**config.mk**
```make
export PLATFORM = sky130hd
export DESIGN_NAME = divider_ctrl
export DESIGN_NICKNAME = d
export VERILOG_FILES = /design/src/rtl/divider_ctrl_pkg.sv /design/src/rtl/divider_ctrl_div_core.sv /design/src/rtl/divider_ctrl.sv
export SDC_FILE = /design/constraint.sdc
export NUM_CORES = 1
export LEC_CHECK = 0
export CORE_UTILIZATION = 50
export DETAILED_ROUTE_END_ITERATION = 8
export PLACE_DENSITY = 0.66
export SLEW_MARGIN = 30
export SYNTH_ARGS = -nofsm -noshare
export SYNTH_HDL_FRONTEND = slang
export SYNTH_SLANG_ARGS = --single-unit
```
**constraint.sdc**
```tcl
create_clock -name clk_i -period 5.5 [get_ports clk_i]
set_input_delay 0.825 -clock clk_i [delete_from_list [all_inputs] [get_ports clk_i]]
set_output_delay 0.825 -clock clk_i [all_outputs]
set_load 0.03 [all_outputs]
```
**src/rtl/divider_ctrl_pkg.sv**
```systemverilog
// Shared state encoding and default parameters for divider_ctrl.
package divider_ctrl_pkg;

  localparam int DEF_WIDTH = 15;
  localparam int DEF_DIV   = 5000;

  typedef enum logic [1:0] {
    STOP  = 2'd0,
    RUN   = 2'd1,
    PEND  = 2'd2,
    DRAIN = 2'd3
  } state_t;

endpackage

```
**src/rtl/divider_ctrl_div_core.sv**
```systemverilog
// div_core: period counter, terminal compare and divided clock/tick generation.
// Optional count_o output when DIVIDER_CTRL_COUNT_OUT_EN is defined.
module div_core
  import divider_ctrl_pkg::*;
#(
  parameter int WIDTH = DEF_WIDTH
) (
  input  logic             clk_i,
  input  logic             reset_n,
  input  logic             run,
  input  logic             clear,
  input  logic [WIDTH-1:0] div_active,
  output logic             clk_o,
  output logic             tick_o,
  output logic             term
`ifdef DIVIDER_CTRL_COUNT_OUT_EN
  ,
  output logic [WIDTH-1:0] count_o
`endif
);

  logic [WIDTH-1:0] count;

  // Clearing at >= div_active keeps count from ever wrapping.
  assign term = run && (count >= div_active);

  // Counter and divided-clock registers; clear wins over a pending toggle.
  always_ff @(posedge clk_i or negedge reset_n) begin
    if (!reset_n) begin
      count  <= '0;
      clk_o  <= 1'b0;
      tick_o <= 1'b0;
    end else if (clear) begin
      count  <= '0;
      clk_o  <= 1'b0;
      tick_o <= 1'b0;
    end else if (term) begin
      count  <= '0;
      clk_o  <= ~clk_o;
      tick_o <= 1'b1;
    end else if (run) begin
      count  <= count + WIDTH'(1);
      tick_o <= 1'b0;
    end else begin
      tick_o <= 1'b0;
    end
  end

`ifdef DIVIDER_CTRL_COUNT_OUT_EN
  assign count_o = count;
`endif

endmodule

```
**src/rtl/divider_ctrl.sv**
```systemverilog
// divider_ctrl: programmable clock divider with glitch-free divisor handover.
// Define DIVIDER_CTRL_COUNT_OUT_EN to expose the internal counter on count_o.
module divider_ctrl
  import divider_ctrl_pkg::*;
#(
  parameter int WIDTH       = DEF_WIDTH,
  parameter int DEFAULT_DIV = DEF_DIV
) (
  input  logic             clk_i,
  input  logic             reset_n,
  input  logic             enable_i,
  input  logic [WIDTH-1:0] div_i,
  input  logic             div_valid_i,
  output logic             div_ready_o,
  output logic             clk_o,
  output logic             tick_o,
  output logic             busy_o
`ifdef DIVIDER_CTRL_COUNT_OUT_EN
  ,
  output logic [WIDTH-1:0] count_o
`endif
);

  localparam logic [WIDTH-1:0] RESET_DIV = WIDTH'(DEFAULT_DIV);

  state_t           state, next_state;
  logic [WIDTH-1:0] div_active, active_next;
  logic [WIDTH-1:0] div_pend, pend_next;
  logic             have_pend, have_pend_next;
  logic             run, clear, term, xfer, fall;

  assign run  = (state != STOP);
  assign xfer = div_valid_i && div_ready_o;
  assign fall = term && clk_o;

  div_core #(.WIDTH(WIDTH)) u_core (
    .clk_i      (clk_i),
    .reset_n    (reset_n),
    .run        (run),
    .clear      (clear),
    .div_active (div_active),
    .clk_o      (clk_o),
    .tick_o     (tick_o),
    .term       (term)
`ifdef DIVIDER_CTRL_COUNT_OUT_EN
    ,
    .count_o    (count_o)
`endif
  );

  // Next-state, counter clear and divisor update decisions.
  always_comb begin
    next_state     = state;
    clear          = 1'b0;
    active_next    = div_active;
    pend_next      = div_pend;
    have_pend_next = have_pend;
    case (state)
      STOP: begin
        clear       = 1'b1;
        active_next = xfer ? div_i : div_active;
        next_state  = enable_i ? RUN : STOP;
      end
      RUN: begin
        // A stop that coincides with the falling toggle needs no drain phase.
        if (!enable_i && (!clk_o || fall)) begin
          next_state  = STOP;
          clear       = !clk_o;
          active_next = xfer ? div_i : div_active;
        end else if (!enable_i) begin
          next_state = DRAIN;
          if (xfer) begin
            pend_next      = div_i;
            have_pend_next = 1'b1;
          end else begin
            have_pend_next = have_pend;
          end
        end else if (xfer) begin
          next_state     = PEND;
          pend_next      = div_i;
          have_pend_next = 1'b1;
        end else begin
          next_state = RUN;
        end
      end
      PEND: begin
        if (!enable_i && (!clk_o || fall)) begin
          next_state     = STOP;
          clear          = !clk_o;
          active_next    = div_pend;
          have_pend_next = 1'b0;
        end else if (!enable_i) begin
          next_state = DRAIN;
        end else if (fall) begin
          next_state     = RUN;
          active_next    = div_pend;
          have_pend_next = 1'b0;
        end else begin
          next_state = PEND;
        end
      end
      DRAIN: begin
        if (fall) begin
          next_state     = STOP;
          active_next    = have_pend ? div_pend : div_active;
          have_pend_next = 1'b0;
        end else begin
          next_state = DRAIN;
        end
      end
      default: begin
        next_state = STOP;
        clear      = 1'b1;
      end
    endcase
  end

  // State, divisor registers and registered handshake/status outputs.
  always_ff @(posedge clk_i or negedge reset_n) begin
    if (!reset_n) begin
      state       <= STOP;
      div_active  <= RESET_DIV;
      div_pend    <= '0;
      have_pend   <= 1'b0;
      div_ready_o <= 1'b1;
      busy_o      <= 1'b0;
    end else begin
      state       <= next_state;
      div_active  <= active_next;
      div_pend    <= pend_next;
      have_pend   <= have_pend_next;
      div_ready_o <= (next_state == STOP) || (next_state == RUN);
      busy_o      <= (next_state != STOP);
    end
  end

endmodule

```
# [Word-level counts from Yosys, hierarchy flattened]
# Cells that the tools add are included.
[totals] ff_bits=52 elab_cells=75 out_inout_bits=4 input_bits=19
[classes] muxes=32 bitwise_logic=2 n_reduce_logical=19 n_eq_ne=11 add_sub_neg=1 n_lt_le_gt_ge=1
[ops] op="15-bit 2-to-1 mux" n=10
[ops] op="15-bit case mux with 4 select lines" n=1
[ops] op="15-bit by 1-bit adder with 15-bit output (second input constant)" n=1
[ops] op="15-bit >= comparator" n=1
[ops] op="2-bit 2-to-1 mux" n=7
[ops] op="1-bit 2-to-1 mux" n=11
[ops] op="2-bit != test (second input constant)" n=5
[ops] op="2-bit case mux with 4 select lines" n=1
[ops] op="3-bit != test (second input constant)" n=2
[ops] op="2-bit nonzero test" n=3
[ops] op="3-bit nonzero test" n=2
[ops] op="5-bit AND reduction" n=1
[ops] op="2-bit by 1-bit == test with 1-bit output (second input constant)" n=2
[ops] op="2-bit == test (second input constant)" n=2
[ops] op="1-bit logical AND" n=4
[ops] op="2-bit logical NOT" n=2
[ops] op="4-bit AND reduction" n=1
[ops] op="1-bit case mux with 3 select lines" n=1
[ops] op="3-bit AND reduction" n=1
[ops] op="1-bit logical NOT" n=2
[ops] op="1-bit logical OR" n=2
[ops] op="1-bit NOT" n=2
[ops] op="1-bit case mux with 2 select lines" n=1
[ops] op="2-bit OR reduction" n=1

# [Depth between registers and ports, before layout]
[depth] word_depth=9 depth_mapped=10 depth_no_buf=9

# [Modules after synthesis]
# From an unflattened synthesis, not the netlist that was laid out.
[unflattened] cells_unflattened=265 hier_area_um2=2990.4
[by_module_without_submodules] module="divider_ctrl" n_inst=1 area_per_inst_um2=1798.0 seq_area_each_um2=883.3 cells_each=132
[by_module_without_submodules] module="div_core" n_inst=1 area_per_inst_um2=1192.4 seq_area_each_um2=425.4 cells_each=133

# [Least setup slack after synthesis]
# Ideal clock, no wire load.
[synth_path] kind="flip-flop to flip-flop" start="register div_active[3]" end="register div_pend[0]" setup_ps=125 arrival_ps=2253 path_buffers=1 path_slack_ps=3122 t_required_ps=5375 path_stages_with_launch=9 synth_period_minus_slack_ps=2378 cell_sequence="dfstp_2 > inv_1 > ha_1 > nand4_1 > o31ai_2 > a2bb2oi_4 > a21boi_2 > buf_4 > mux2_2"
[synth_via] elab_chain_len=7
[synth_rtl] element="start, declared" line_no="divider_ctrl.sv:27" source="logic [WIDTH-1:0] div_active, active_next;"
[synth_rtl] element="start signal, assigned" line_no="divider_ctrl.sv:129" source="div_active <= active_next;"
[synth_rtl] element="15-bit >= comparator" line_no="divider_ctrl_div_core.sv:25" source="assign term = run && (count >= div_active);"
[synth_rtl] element="1-bit logical AND" line_no="divider_ctrl_div_core.sv:25"
[synth_rtl] element="1-bit logical AND" line_no="divider_ctrl.sv:34" source="assign fall = term && clk_o;"
[synth_rtl] element="1-bit logical OR" line_no="divider_ctrl.sv:66" source="if (!enable_i && (!clk_o || fall)) begin"
[synth_rtl] element="1-bit logical AND" line_no="divider_ctrl.sv:66"
[synth_rtl] element="1-bit NOT (no line)"
[synth_rtl] element="3-bit AND reduction (no line)"
[synth_rtl] element="end signal, assigned" line_no="divider_ctrl.sv:130" source="div_pend <= pend_next;"
[synth_rtl] element="end, declared" line_no="divider_ctrl.sv:28" source="logic [WIDTH-1:0] div_pend, pend_next;"
# Every way passes these cells.
# A chain may end at the register's enable or synchronous reset.

# [Worst setup path after layout]
[layout_path] start="register div_active[12]" end="register div_active[0]"
[layout_via] elab_chain_len=7 elab_cells_between_ends=12 cone_classes="1 x order compare; 4 x eq/ne; 2 x mux; 5 x reduce/logical"
[layout_rtl] element="15-bit >= comparator (*)" line_no="divider_ctrl_div_core.sv:25"
[layout_rtl] element="1-bit logical AND (*)" line_no="divider_ctrl_div_core.sv:25"
[layout_rtl] element="1-bit logical AND (*)" line_no="divider_ctrl.sv:34"
[layout_rtl] element="1-bit logical OR" line_no="divider_ctrl.sv:66, divider_ctrl.sv:87"
[layout_rtl] element="1-bit logical AND" line_no="divider_ctrl.sv:66, divider_ctrl.sv:87"
[layout_rtl] element="3-bit != test (no line), or another cell as far along"
[layout_rtl] element="5-bit AND reduction (no line) or 15-bit case mux with 4 select lines (tied branches)"
# Every way passes the cells marked *; elsewhere a longest branch is shown, timed or not.

==> flow_summary.toml <==
[sta]
fmaxAchievable_ghz = 0.3400
worst_slack_ns = 2.559
period_share_pct = 53.47
skew_ns = 0.005693
finalSetupViolCount = 0
hold_viol = 0
worstMarginPinSlew_ns = 0.7019
slew_viol_final = 0
rsz0062_at_grt = "false"
tns_ns = 0
min_period_ns = 2.941
relSlewSlack_pct = 52.98
whs_ns = 0.5010

[critical_path]
cp.arrival_ns = 3.14
cp_max_fo = 15
critPathTopFamily = "compound AO/OA/AOI/OAI gates"
path_common_cell = "a21oi_1"
crit_required_ns = 5.70
crit_chain = "inv_1, ha_1, a21oi_1, o21ai_0, a21oi_1, a2bb2oi_4, a21oi_2, o211ai_4, mux2_2"
cp_slowest_cell = "o211ai_4"
slowest_delay_ns = 0.59
start_kind = "register"
crit_buf_inv = 1
path_class = "reg2reg"
critPathCaptureType = "register"

[cells_and_area]
area_delta_synth_final_pct = 13.30
regArea_mm2 = 0.001309
multiInputGateArea_mm2 = 0.001423
instances_no_fill = 362
diodes = 0
mostFrequentLayoutCells = "46 x dfrtp_1, 28 x nor2_1, 28 x mux2i_1"
final_common_cell = "dfrtp_1"
fin_nets = 329
nFillCells = 483
final_cell_area_mm2 = 0.003239
drive_gt1_share_pct = 14.14
utilization_pct = 58.83

[yosys]
ys_seq_area_share_pct = 45.78
ys_async_sr_fraction_pct = 100.0
synth.cell_area_mm2 = 0.002859
synth_seq_cells = 52
yosysWarnings = 0
synth_ff_type = "dfrtp_1"
syn_inst = 265
syn_nets = 305
synth-edff-count = 0
syn_avg_cell_area_um2 = 10.79
synth_cell_type_count = 38

[routing]
drtIter0Drc = 84
routed_wl_mm = 5.016
vias = 1894
drt-wirelength-per-cell_um = 13.86
route.detailed.drc = 0
ant_nets = 0
dr.pass1.iters = 4
viasPerCell = 5.232

[clock_tree]
htreeDepth = 2
cts_buffer_depth = 2
clock_latency_ns = 0.31
clock-root-buffer = "clkbuf_8"
cts-buffers-inserted = 5
clk_pin_slew_ns = 0.09
hold_buffers = 0
cts_post_setup_buffers_inserted = 0
cts.repair.resized = 0
clock_sinks = 52
cts_tree = "yes"

[floorplan]
fp-row-count = 27
core-area_mm2 = 0.005507
die_y_um = 77.62
die_w_um = 77.62
start_util_pct = 51.92
io_pins = 23
die-area_mm2 = 0.006024

[run_status]
outcome = "finished, final reports clean"

[pwr]
p_leak_nw = 1.565
powerDensity_mw_per_mm2 = 301.2
irDropWorstVdd_uv = 147.7
p_total_uw = 975.7

[place]
place_ws_ns = 2.584
placed_cells = 354
dp_hpwl_mm = 3.589
gp_congestion = 0.7667
portBuffers = 22
place_area_mm2 = 0.003138

[flow_run]
cap_violations = 0

[grt]
grt_overflow = 0
grt_pass1_vias = 1890
grt_max_degree = 53
grt.total_usage_pct = 18.75
antenna_found_initial = 0
grt_pass1_wl_mm = 8.742

[hold_path]
hold_class = "reg2reg"
[final timing paths]
check	startpoint	to	slack [ns]	cells past startpoint
max in group asynchronous	reset_n	state[0]$_DFF_PN0_	4.46	2
worst max register to register	div_active[12]$_DFFE_PN1P_	div_active[0]$_DFFE_PN0P_	2.56	9
min in group asynchronous	reset_n	div_pend[9]$_DFFE_PN0P_	0.62	2
worst min register to register	div_active[8]$_DFFE_PN1P_	div_active[8]$_DFFE_PN1P_	0.50	2
worst max-delay path	div_active[12]$_DFFE_PN1P_	div_active[0]$_DFFE_PN0P_	2.56	9
worst min-delay path	div_active[8]$_DFFE_PN1P_	div_active[8]$_DFFE_PN1P_	0.50	2
[metal layers]
metal | share of wire, % | global-route usage (%) | vias up
met3 | 2.6 | 3.882 | 6
met5 | 0 | 0 | -
met2 | 47 | 31.15 | 27
met4 | 1.6 | 6.792 | 0
li1 | - | - | 967
met1 | 49 | 24.09 | 894
[cell usage after synthesis (5+ instances only)]
cell,instances,share of area (%)
a21oi_1,13,2.3
dfrtp_1,46,40
dfstp_2,6,5.5
ha_1,21,9.2
inv_1,23,3.0
mux2_2,17,6.7
mux2i_1,28,9.8
nand2_1,12,1.6
nand3_1,6,1.1
nand4_1,5,1.1
nor2_1,28,3.7
o21ai_0,10,1.8
xnor2_1,8,2.5
[where the power goes]
group | switching (mW) | internal (mW) | leakage [nW]
sequential | 0.0326 | 0.472 | 0.643
combinational | 0.122 | 0.119 | 0.878
clock | 0.128 | 0.103 | 0.0445
[tightest hold or removal path: stages, from the launching register on]
cell     delay [ns]
dfstp_2        0.37
inv_1          0.06
mux2i_1        0.07
[registers in the layout, summed over array words and instances, names as in the netlist]
signal	cells
busy_o	1
div_active	15
div_pend	15
div_ready_o	1
have_pend	1
state	2
u_core.clk_o	1
u_core.count	15
u_core.tick_o	1
[layout make-up]
| type | instances | share of cell area (%) |
|---|---|---|
| Inverter | 23 | 2.665 |
| Sequential cell | 52 | 40.40 |
| Timing Repair Buffer | 25 | 7.339 |
| Clock inverter | 1 | 0.2317 |
| Multi-Input combinational cell | 182 | 43.92 |
| Tap cell | 72 | 2.781 |
| Clock buffer | 7 | 2.665 |
[cells by family (layout without fill, tap and decap cells)]
kind of cell / after synthesis / after routing / share of synthesized area (%)
AOI/OAI and AO/OA: 38 / 38 / 9.585
xor gates and xnor gates: 11 / 11 / 3.370
adders and majority gates: 21 / 21 / 9.190
buffers and inverters: 31 / 56 / 4.726
DFF: 52 / 52 / 45.78
muxes: 45 / 45 / 16.50
and+or+nand+nor: 67 / 67 / 10.85
Note: power is estimated with default switching activity, not from simulation.
